**config.mk**
```make
export PLATFORM = sky130hd
export DESIGN_NAME = sync_fifo
export DESIGN_NICKNAME = d
export VERILOG_FILES = /design/src/rtl/fifo_pkg.sv /design/src/rtl/sync_fifo_ram.sv /design/src/rtl/sync_fifo.sv
export SDC_FILE = /design/constraint.sdc
export NUM_CORES = 1
export LEC_CHECK = 0
export ABC_CLOCK_PERIOD_IN_PS = 4000
export CELL_PAD_IN_SITES_DETAIL_PLACEMENT = 1
export CELL_PAD_IN_SITES_GLOBAL_PLACEMENT = 2
export CORE_MARGIN = 4
export CORE_UTILIZATION = 44
export DETAILED_ROUTE_END_ITERATION = 7
export PLACE_DENSITY_LB_ADDON = 0.1
export SKIP_CTS_REPAIR_TIMING = 1
export SLEW_MARGIN = 10
export SYNTH_ARGS = -nofsm -noshare
export SYNTH_HDL_FRONTEND = slang
export SYNTH_SLANG_ARGS = --single-unit
```
**constraint.sdc**
```tcl
create_clock -name CLK -period 4 [get_ports CLK]
set_input_delay 1 -clock CLK [delete_from_list [all_inputs] [get_ports CLK]]
set_output_delay 1 -clock CLK [all_outputs]
set_load 0.03 [all_outputs]
```
**src/rtl/fifo_pkg.sv**
```systemverilog
// Shared sizing defaults and state typedefs for the sync_fifo slice.
package fifo_pkg;
  localparam int DATA_W   = 16;
  localparam int ADDR_W   = 3;
  localparam int DEPTH    = 2 ** ADDR_W;
  localparam int AFULL_LV = DEPTH - 1;

  typedef logic [ADDR_W-1:0] ptr_t;
  typedef logic [ADDR_W:0]   count_t;
  typedef logic [DATA_W-1:0] word_t;
endpackage

```
**src/rtl/sync_fifo_ram.sv**
```systemverilog
// DEPTH x DATA_W storage: synchronous write port, registered read port.
// Only the read register is reset; the array itself is left as-is.
module sync_fifo_ram
  import fifo_pkg::*;
#(
  parameter int DATA_W = fifo_pkg::DATA_W,
  parameter int ADDR_W = fifo_pkg::ADDR_W
) (
  input  logic              clk,
  input  logic              rst,
  input  logic              we,
  input  logic [ADDR_W-1:0] waddr,
  input  logic [DATA_W-1:0] din,
  input  logic              re,
  input  logic [ADDR_W-1:0] raddr,
  output logic [DATA_W-1:0] dout
);
  logic [DATA_W-1:0] mem [2**ADDR_W];

  always_ff @(posedge clk) begin
    if (we) mem[waddr] <= din;
  end

  // Read-before-write on a shared address: the full R+W case relies on this.
  always_ff @(posedge clk) begin
    if (!rst)    dout <= '0;
    else if (re) dout <= mem[raddr];
  end
endmodule

```
**src/rtl/sync_fifo.sv**
```systemverilog
// Single-clock FIFO with registered read data and status/error flags.
// Define FIFO_STICKY_ERR_EN to make OVER/UNDER latch until reset.
module sync_fifo
  import fifo_pkg::*;
#(
  parameter int DATA_W   = fifo_pkg::DATA_W,
  parameter int ADDR_W   = fifo_pkg::ADDR_W,
  parameter int AFULL_LV = fifo_pkg::AFULL_LV
) (
  input  logic              CLK,
  input  logic              RST,
  input  logic              WR,
  input  logic              RD,
  input  logic [DATA_W-1:0] DIN,
  output logic [DATA_W-1:0] DOUT,
  output logic              almostFULL,
  output logic              FULL,
  output logic              OVER,
  output logic              EMPTY,
  output logic              UNDER,
  output logic              VALID
);
  localparam logic [ADDR_W:0]   CNT_DEPTH = (ADDR_W+1)'(2 ** ADDR_W);
  localparam logic [ADDR_W:0]   CNT_AFULL = (ADDR_W+1)'(AFULL_LV);
  localparam logic [ADDR_W:0]   CNT_ONE   = (ADDR_W+1)'(1);
  localparam logic [ADDR_W-1:0] PTR_ONE   = ADDR_W'(1);

  logic [ADDR_W-1:0] wptr, rptr;
  logic [ADDR_W:0]   count;
  logic              rd_ok, wr_ok, ovf, udf;

  assign EMPTY      = (count == '0);
  assign FULL       = (count == CNT_DEPTH);
  assign almostFULL = (count >= CNT_AFULL);

  // A read frees a slot in the same edge, so a full FIFO still takes a write alongside it.
  assign rd_ok = RD & ~EMPTY;
  assign wr_ok = WR & (~FULL | RD);
  assign ovf   = WR & FULL & ~RD;
  assign udf   = RD & EMPTY;

  sync_fifo_ram #(.DATA_W(DATA_W), .ADDR_W(ADDR_W)) u_ram (
    .clk   (CLK),
    .rst   (RST),
    .we    (wr_ok),
    .waddr (wptr),
    .din   (DIN),
    .re    (rd_ok),
    .raddr (rptr),
    .dout  (DOUT)
  );

  always_ff @(posedge CLK) begin
    if (!RST) begin
      wptr  <= '0;
      rptr  <= '0;
      count <= '0;
      VALID <= 1'b0;
    end else begin
      if (wr_ok) wptr <= wptr + PTR_ONE;
      if (rd_ok) rptr <= rptr + PTR_ONE;
      case ({wr_ok, rd_ok})
        2'b10:   count <= count + CNT_ONE;
        2'b01:   count <= count - CNT_ONE;
        default: count <= count;
      endcase
      VALID <= rd_ok;
    end
  end

  always_ff @(posedge CLK) begin
    if (!RST) begin
      OVER  <= 1'b0;
      UNDER <= 1'b0;
    end else begin
`ifdef FIFO_STICKY_ERR_EN
      OVER  <= OVER  | ovf;
      UNDER <= UNDER | udf;
`else
      OVER  <= ovf;
      UNDER <= udf;
`endif
    end
  end
endmodule

```
==> impl_metrics.yaml, run 1 <==
synth:
  yosysTopAreaCellShare_pct: 64.95
  synth_fp_nets: 341
  syn_area_per_cell_sq_um: 18.73
  synthAdderAreaFrac_pct: 1.057
  synth_top_family_by_area: "multiplexers"
  synthMuxAreaShare_pct: 13.02
  synth.area.top_cells: "edfxtp_1 65%, mux4_2 12%, dfxtp_1 9.8%, o21ai_0 1.6%, o22ai_1 1.6%"
  yosysTopAreaCell: "edfxtp_1"
  synth_area_sq_um: 5918
  synth-simple-area-share_pct: 4.609
  yosysSeqAreaShare_pct: 74.76
  synth_compound_area_share_pct: 4.334
  yosys_warnings: 0
  syn_inst: 316
  yosysUniqueCellTypes: 32
  synthXorXnorAreaFrac_pct: 0.8879
  ys_seq_elements: 157
finish:
  regArea_sq_um: 4427
  multi_input_area_sq_um: 1441
  nets: 397
  syn_to_final_growth_pct: 20.02
  num-fill-cells: 1195
  final_cell_area_sq_um: 7103
  antenna_cells: 0
  drive_above_1_share_pct: 20.31
drt:
  drc_errors: 0
  drt_first_pass_iters: 4
  viasPerCell: 5.396
  ant_nets: 0
  first_iter_violations: 136
  detail_route.wl_per_cell_um: 21.06
  via_count: 3022
  totalWireLength_um: 11790
die:
  die_h_um: 124.0
  row_count: 42
  dieWidth_um: 124.0
  initial_core_util_pct: 44.87
  core-area_sq_um: 13190
  io-pin-count: 42
  die_area_sq_um: 15370
timing:
  period_minus_slack_ps: 3139
  slew_headroom_pct: 29.82
  clock_skew_ps: 7.909
  tns_ps: 0
  hold_viol: 0
  holdWs_ps: 512.5
  max_freq_mhz: 318.6
  rsz0062_at_grt: "no"
  finalSetupViolations: 0
  final.period_utilization_pct: 78.48
  slew_violations: 0
  worst_slew_pin_slew_ps: 1049
critical_path:
  crit_type: "register to primary output"
  start_kind: "register"
  r2r_end: "count[2]"
  crit_slowest_cell: "clkdlybuf4s50_1"
  critPathMaxFanout: 8
  critical_path_buf_inv_count: 2
  reg2reg_depth: 9
  rr_startpoint: "count[0]"
  critPathRequiredTime_ps: 3000
  crit_chain: "or4b_4, inv_1, clkdlybuf4s50_1"
  cp.depth: 3
  critPathTopFamily: "buffers and inverters"
  r2r_slack_ps: 1270
  slowest_delay_ps: 660
  critical_path_arrival_ps: 2140
  cp-end-kind: "primary output"
worst_hold_path:
  holdCritStartpoint: "u_ram.dout[12]"
  whs_path_depth: 2
  min_path_type: "register to register"
  min_to: "u_ram.dout[12]"
global_routing:
  grt_max_degree: 34
  antenna_found_initial: 0
  gr-total-overflow: 0
  grt.busiest_layer: "met2"
  use_met3_pct: 4.496
  grt_pass1_vias: 3213
  grt_usage_pct: 17.21
  met1_usage_pct: 22.81
  use_met2_pct: 27.98
  grt_pass1_wl_um: 18660
run_status:
  outcome: "finished clean"
clock_tree:
  clk_pin_slew_ps: 60
  clkLatencyLatePin_ps: 410
  clk_path_buf_depth: 2
  cts-root-buf: "clkbuf_16"
  numClockSinks: 157
  htreeDepth: 4
  cts_buffers: 17
  cts_tree: "built"
pwr:
  powerDensity_nw_per_um2: 646.4
  power.leakage_nw: 2.322
  max-vdd-ir-drop_uv: 346.7
placement:
  post-dp-hpwl_um: 6948
  numPortBuffers: 41
  placed_area_sq_um: 6589
  gp_congestion: 0.6760
flow_run:
  cap_viol_max_count: 0
-- tightest hold or removal path, delay by kind of cell, from the launching register on --
family          cells  cell delay [ps]
flops               1              320
simple gates        1               70
compound gates      1               80
-- placed cells by master (no fill, tap or decap), types with 2 or more instances in the layout --
cell type and instances:
clkdlybuf4s50_1 41, clkinv_2 5, o21ai_0 19, a21boi_0 2, and2_1 5, clkbuf_1 3
clkbuf_16 17, xnor2_1 3, dfxtp_1 27, nor4_1 2, mux4_2 32, and3_1 2
a21oi_1 2, nor3_2 4, nor2_1 19, nand2b_1 5, buf_4 11, edfxtp_1 128
ha_1 5, nand2_1 5, dfxtp_2 2, o22ai_1 15, mux2i_1 5, nor2b_1 3
clkinv_1 4, inv_1 2, xor2_1 3
-- area by class of cell --
cell class	count	share of cell area, %
well taps	176	3.100
clock buffers	20	6.148
multi-input cells	142	20.29
repair buffers	52	6.940
clock inverters	11	1.092
inverters	2	0.1057
flip-flops and latches	157	62.32
-- flip-flops by register name, indices dropped and copies added (netlist names) --
register    flops
OVER            1
UNDER           1
VALID           1
count           4
rptr            3
u_ram.dout     16
u_ram.mem     128
wptr            3
-- cells in the mapped netlist, drive strengths merged --
library cell / count
o41a: 1
o21ai: 20
xor2: 3
a21boi: 2
or3: 2
ha: 5
inv: 2
and3: 2
and4bb: 1
nand2b: 5
a21oi: 2
nor2b: 3
a211oi: 1
edfxtp: 128
mux2i: 5
mux4: 32
nand2: 5
and2: 5
clkbuf: 8
dfxtp: 29
buf: 7
o211ai: 1
o22ai: 15
nor2: 19
nor3: 5
nor4: 3
or4b: 1
nand3: 1
xnor2: 3
-- routing by layer --
metal,vias to the layer above,routed length [um]
met4,0,148
met5,-,0
met2,39,5942
li1,1380,-
met1,1590,5382
met3,13,319
-- worst max-delay path by stage --
stage	from	end	slack, ps
floorplan	RD	u_ram.mem[0][0]	900
CTS	count[0]	FULL	830
global placement	RD	count[2]	710
finish	count[0]	FULL	860
global route	count[0]	FULL	790
detailed placement	RD	count[2]	630
-- kinds of logic (layout without fill, tap and decap cells) --
group,count (synthesis),after routing
compound gates,42,42
flops,157,157
buf+inv,17,85
fa+ha+maj,5,5
mux,37,37
simple gates,52,52
xor+xnor,6,6
-- report_power, final --
group | total, W | switching (W) | internal (W)
Combinational | 0.00111 | 0.000582 | 0.000530
Sequential | 0.00206 | 0.000142 | 0.00192
Clock | 0.00141 | 0.000579 | 0.000835
Total | 0.00459 | 0.00130 | 0.00329
-- stage by stage --
step / std cells / worst slack (ps) / utilization [%] / total power (W)
2_1_floorplan: 316 / 901.8 / - / 0.002832
3_3_place_gp: 529 / 709.0 / 49.95 / 0.003221
3_5_place_dp: 529 / 633.1 / 49.95 / 0.003241
4_1_cts: 560 / 833.9 / 53.85 / 0.004666
5_1_grt: 560 / 788.0 / 53.85 / 0.004841
6_report: 560 / 860.8 / 53.85 / 0.004591
No activity file was read; power rests on OpenSTA's default activity.
==> run 2: changes to the inputs <==
--- a/config.mk
+++ b/config.mk
@@ -5,11 +5,11 @@
 export SDC_FILE = /design/constraint.sdc
 export NUM_CORES = 1
 export LEC_CHECK = 0
-export ABC_CLOCK_PERIOD_IN_PS = 4000
+export ABC_CLOCK_PERIOD_IN_PS = 2850
 export CELL_PAD_IN_SITES_DETAIL_PLACEMENT = 1
 export CELL_PAD_IN_SITES_GLOBAL_PLACEMENT = 2
 export CORE_MARGIN = 4
-export CORE_UTILIZATION = 44
+export CORE_UTILIZATION = 40
 export DETAILED_ROUTE_END_ITERATION = 7
 export PLACE_DENSITY_LB_ADDON = 0.1
 export SKIP_CTS_REPAIR_TIMING = 1
==> constraint.sdc (replaced) <==
create_clock -name CLK -period 2.85 [get_ports CLK]
set_input_delay 0.7125 -clock CLK [delete_from_list [all_inputs] [get_ports CLK]]
set_output_delay 0.7125 -clock CLK [all_outputs]
set_load 0.03 [all_outputs]
==> run 2 against run 1 <==
Combinational power grew 56%. Critical path depth did not move. First-iteration DRC count rose by 26%. Via count grew 2.6%. Largest power group unchanged. Highest routed layer unchanged.
==> impl_metrics.yaml, run 2 (synthesis gave the netlist of run 1 again) <==
pwr:
  p_comb_share_pct: 25.1
  power.leakage_nw: 2.456
  p_seq_share_pct: 40.9
  power.internal_w: 0.005023
  max-vdd-ir-drop_uv: 445.3
  p_clk_share_pct: 34.0
  powerDensity_nw_per_um2: 940.5
  netSwitchingPower_w: 0.001886
  switching_share_pct: 27.30
clock_tree:
  cts_buffers: 17
  clkLatencyLatePin_ps: 410
  cts-root-buf: "clkbuf_16"
  clk_path_buf_depth: 2
  htreeDepth: 4
  numClockSinks: 157
  clk_pin_slew_ps: 60
  cts_tree: "built"
timing:
  worst_slew_pin_slew_ps: 414.1
  slew_headroom_pct: 72.27
  rsz0062_at_grt: "no"
  finalSetupViolations: 0
  final.period_utilization_pct: 93.48
  clock_skew_ps: 5.682
  period_minus_slack_ps: 2664
  hold_viol: 0
  max_freq_mhz: 375.3
  holdWs_ps: 515.3
  slew_violations: 0
drt:
  first_iter_violations: 171
  drc_errors: 0
  via_count: 3100
  totalWireLength_um: 12380
  drt_first_pass_iters: 4
  ant_nets: 0
  viasPerCell: 5.317
  detail_route.wl_per_cell_um: 21.24
die:
  core-area_sq_um: 14530
  row_count: 44
  initial_core_util_pct: 40.72
  io-pin-count: 42
  die_area_sq_um: 16810
  dieWidth_um: 129.6
  die_h_um: 129.6
placement:
  numPortBuffers: 41
  dp.cells: 551
  gp_congestion: 0.7033
  post-dp-hpwl_um: 7526
global_routing:
  grt_usage_pct: 15.96
  grt_pass1_vias: 3409
  grt_max_degree: 31
  gr-total-overflow: 0
  grt_pass1_wl_um: 19230
  antenna_found_initial: 0
run_status:
  outcome: "finished clean"
finish:
  antenna_cells: 0
  layout_commonest_cell: "edfxtp_1"
  stdcell_count: 583
  top_regs: "u_ram.mem (128), u_ram.dout (16), count (4)"
  drive_above_1_share_pct: 23.31
  num-fill-cells: 1377
  largest_reg_flops: 128
  final_cell_mix: "128 x edfxtp_1, 40 x clkdlybuf4s50_1, 32 x mux4_2"
  regMostFlops: "u_ram.mem"
  nets: 411
  syn_to_final_growth_pct: 24.12
critical_path:
  critical_path_arrival_ps: 1950
  reg2reg_depth: 8
  slowest_delay_ps: 740
  crit_type: "register to primary output"
  crit_slowest_cell: "clkdlybuf4s50_1"
  crit_chain: "buf_4, nor4_1, clkdlybuf4s50_1"
  cp-end-kind: "primary output"
  critPathMaxFanout: 8
  start_kind: "register"
  critPathRequiredTime_ps: 2140
flow_run:
  cap_viol_max_count: 0
worst_hold_path:
  min_path_type: "register to register"
  whs_path_depth: 2
## run 2: cell count changes in the layout (fill, tap and decap cells not counted)
cell and change:
buf_12 +2, buf_4 +12, bufinv_16 +3, clkbuf_1 +3
clkbuf_8 +2, clkdlybuf4s50_1 -1, clkinv_1 -4, clkinv_2 -4
clkinvlp_4 +1, dfxtp_1 +1, dfxtp_2 -1, dlymetal6s2s_1 +1
## run 2: critical path, delay by kind of cell, from the launching register on
family	cells	cell delay (ps)
simple gates	1	320
buf+inv	2	900
flops	1	320
## run 2: final timing paths
path / from / to / slack, ps
setup / recovery: count[1] / EMPTY / 190
hold / removal: u_ram.dout[14] / u_ram.dout[14] / 520
setup reg to reg: count[0] / count[3] / 420
hold reg to reg: u_ram.dout[14] / u_ram.dout[14] / 520
## run 2: per-layer routing
metal / share of wire [%] / track usage [%]
met5: 0 / 0
met3: 3.0 / 4.122
met4: 1.2 / 5.807
met1: 44 / 20.15
met2: 52 / 26.75
## run 2: through the flow
stage	setup slack (ps)	util (%)	setup TNS [ps]	instance area (sq um)	total power, W
after floorplan	39.32	-	0	5918	0.003975
after CTS	-60.50	50.53	-60.50	7343	0.007007
after global placement	63.76	46.29	0	6728	0.004619
after global routing	79.72	50.54	0	7346	0.007251
final	185.8	50.54	0	7346	0.006909
after detailed placement	-20.71	46.29	-20.71	6728	0.004640
## run 2: final cells by class
type	instances	area [sq um]	area share, %
clock inverters	7	140.1	1.908
repair buffers	66	625.6	8.516
clock buffers	25	475.5	6.472
inverters	2	7.507	0.1022
well taps	184	230.2	3.134
flip-flops and latches	157	4425	60.25
multi-input cells	142	1441	19.62
## run 2: power by group through the flow
stage	logic, W	registers, W	clock network [W]
after floorplan	0.000937	0.00304	0
after CTS	0.00178	0.00283	0.00240
after global placement	0.00175	0.00287	0
after detailed placement	0.00176	0.00288	0
after global routing	0.00188	0.00285	0.00252
final	0.00173	0.00283	0.00235
==> run 3: changes to the inputs <==
--- a/config.mk
+++ b/config.mk
@@ -5,11 +5,11 @@
 export SDC_FILE = /design/constraint.sdc
 export NUM_CORES = 1
 export LEC_CHECK = 0
-export ABC_CLOCK_PERIOD_IN_PS = 2850
+export ABC_CLOCK_PERIOD_IN_PS = 3000
 export CELL_PAD_IN_SITES_DETAIL_PLACEMENT = 1
 export CELL_PAD_IN_SITES_GLOBAL_PLACEMENT = 2
 export CORE_MARGIN = 4
-export CORE_UTILIZATION = 40
+export CORE_UTILIZATION = 44
 export DETAILED_ROUTE_END_ITERATION = 7
 export PLACE_DENSITY_LB_ADDON = 0.1
 export SKIP_CTS_REPAIR_TIMING = 1
==> constraint.sdc (replaced) <==
create_clock -name CLK -period 3 [get_ports CLK]
set_input_delay 0.75 -clock CLK [delete_from_list [all_inputs] [get_ports CLK]]
set_output_delay 0.75 -clock CLK [all_outputs]
set_load 0.02 [all_outputs]
==> run 3 against run 2 <==
Core utilization up 4.3 points. Largest power group unchanged. Clock skew about the same. Sequential share of layout area up 0.95 points. Cell count down 2.1%. Sequential cell count unchanged. Total power down 10%. Combinational power down 15%. Critical path type unchanged. Clock power down 14%. Register-to-register slack better by 160 ps. Critical path depth unchanged. Count of clock-buffer cells in the layout down 6. Die area down 8.5%. Largest cell class unchanged.
==> impl_metrics.yaml, run 3 (synthesis gave the netlist of run 1 again) <==
run_status:
  outcome: "finished clean"
global_routing:
  met1_usage_pct: 22.40
  grt.busiest_layer: "met2"
  gr-total-overflow: 0
  use_met2_pct: 27.95
  grt_pass1_vias: 3260
  antenna_found_initial: 0
  grt_usage_pct: 17.24
  grt_max_degree: 31
  use_met3_pct: 4.814
  grt_pass1_wl_um: 18720
timing:
  clock_skew_ps: 5.732
  holdWs_ps: 513.4
  tns_ps: 0
  max_freq_mhz: 352.3
  final.period_utilization_pct: 94.63
  finalSetupViolations: 0
  period_minus_slack_ps: 2839
  slew_violations: 0
  hold_viol: 0
  worst_slew_pin_slew_ps: 556.1
  rsz0062_at_grt: "no"
  slew_headroom_pct: 62.93
worst_hold_path:
  min_path_type: "register to register"
die:
  die_h_um: 124.0
  core-area_sq_um: 13190
  initial_core_util_pct: 44.87
  io-pin-count: 42
  row_count: 42
  die_area_sq_um: 15370
  dieWidth_um: 124.0
critical_path:
  r2r_slack_ps: 580
  critPathTopFamily: "buffers and inverters"
  critical_path_buf_inv_count: 2
  crit_chain: "or4b_4, inv_1, clkdlybuf4s50_1"
  cp-end-kind: "primary output"
  slowest_delay_ps: 610
  crit_slowest_cell: "or4b_4"
  critPathRequiredTime_ps: 2250
  crit_type: "register to primary output"
  start_kind: "register"
  critical_path_arrival_ps: 2090
  critPathMaxFanout: 8
finish:
  top_regs: "u_ram.mem (128), u_ram.dout (16), count (4)"
  syn_to_final_growth_pct: 22.20
  final_core_util_pct: 54.83
  regArea_sq_um: 4425
  final_cell_area_sq_um: 7232
  multi_input_area_sq_um: 1441
  drive_above_1_share_pct: 22.78
  largest_reg_flops: 128
  num-fill-cells: 1185
  layout_commonest_cell: "edfxtp_1"
  nets: 407
  antenna_cells: 0
  final_cell_mix: "128 x edfxtp_1, 41 x clkdlybuf4s50_1, 32 x mux4_2"
  regMostFlops: "u_ram.mem"
pwr:
  powerDensity_nw_per_um2: 860.0
  max-vdd-ir-drop_uv: 434.6
  power.leakage_nw: 2.389
clock_tree:
  cts_tree: "built"
  htreeDepth: 4
  clk_path_buf_depth: 2
  numClockSinks: 157
  clkLatencyLatePin_ps: 410
  cts-root-buf: "clkbuf_16"
  cts_buffers: 17
  clk_pin_slew_ps: 60
placement:
  numPortBuffers: 41
  placed_area_sq_um: 6675
  gp_congestion: 0.6974
  post-dp-hpwl_um: 7064
drt:
  drt_first_pass_iters: 4
  viasPerCell: 5.313
  detail_route.wl_per_cell_um: 20.89
  totalWireLength_um: 11930
  first_iter_violations: 197
  drc_errors: 0
  ant_nets: 0
  via_count: 3034
flow_run:
  cap_viol_max_count: 0
run 3: changes by cell type in the layout (fill, tap and decap cells not counted), sizes merged:
cell / delta
inv: +1
clkinv: +7
buf: -4
dlymetal6s2s: -1
clkbuf: -6
clkdlybuf4s50: +1
bufinv: -2
run 3: worst paths after layout:
path | depth (start not counted) | end | start
worst min-delay path | 2 | u_ram.dout[11] | u_ram.dout[11]
worst max-delay path | 3 | FULL | count[0]
worst min register to register | 2 | u_ram.dout[11] | u_ram.dout[11]
worst max register to register | 9 | count[2] | count[0]
run 3: area by class of cell:
type | count | area share (%)
multi-input combinational | 142 | 19.93
sequential | 157 | 61.19
tap | 176 | 3.045
inverter | 2 | 0.1038
timing repair buffer | 62 | 8.028
clock inverter | 13 | 1.713
clock buffer | 19 | 5.986
run 3: report_power, final:
group          leakage (nW)  switching [W]  total [W]  internal, W
logic                 0.719       0.000715    0.00147     0.000753
registers              1.40       0.000174    0.00274      0.00256
clock network         0.269       0.000803    0.00201      0.00121
total                  2.39        0.00169    0.00622      0.00453
run 3: per-stage QoR:
step	total power (W)	setup WS (ps)	instances
6_report	0.006220	161.2	571
5_1_grt	0.006547	92.51	571
4_1_cts	0.006320	128.7	571
3_5_place_dp	0.004281	91.57	539
3_3_place_gp	0.004254	179.1	539
2_1_floorplan	0.003686	151.8	316
run 3: routing by layer:
layer	up-vias	wire [um]
li1	1398	-
met1	1572	5187
met2	47	6079
met3	17	465
met4	0	197
met5	-	0
run 3: worst reg2reg max path, stage by stage, from the launching register on:
cell	delay [ps]
dfxtp_1	390
or4b_4	610
o21ai_4	160
ha_1	200
xor2_1	150
ha_1	160
a21oi_1	50
xor2_1	170
or3_1	310
a21boi_0	160
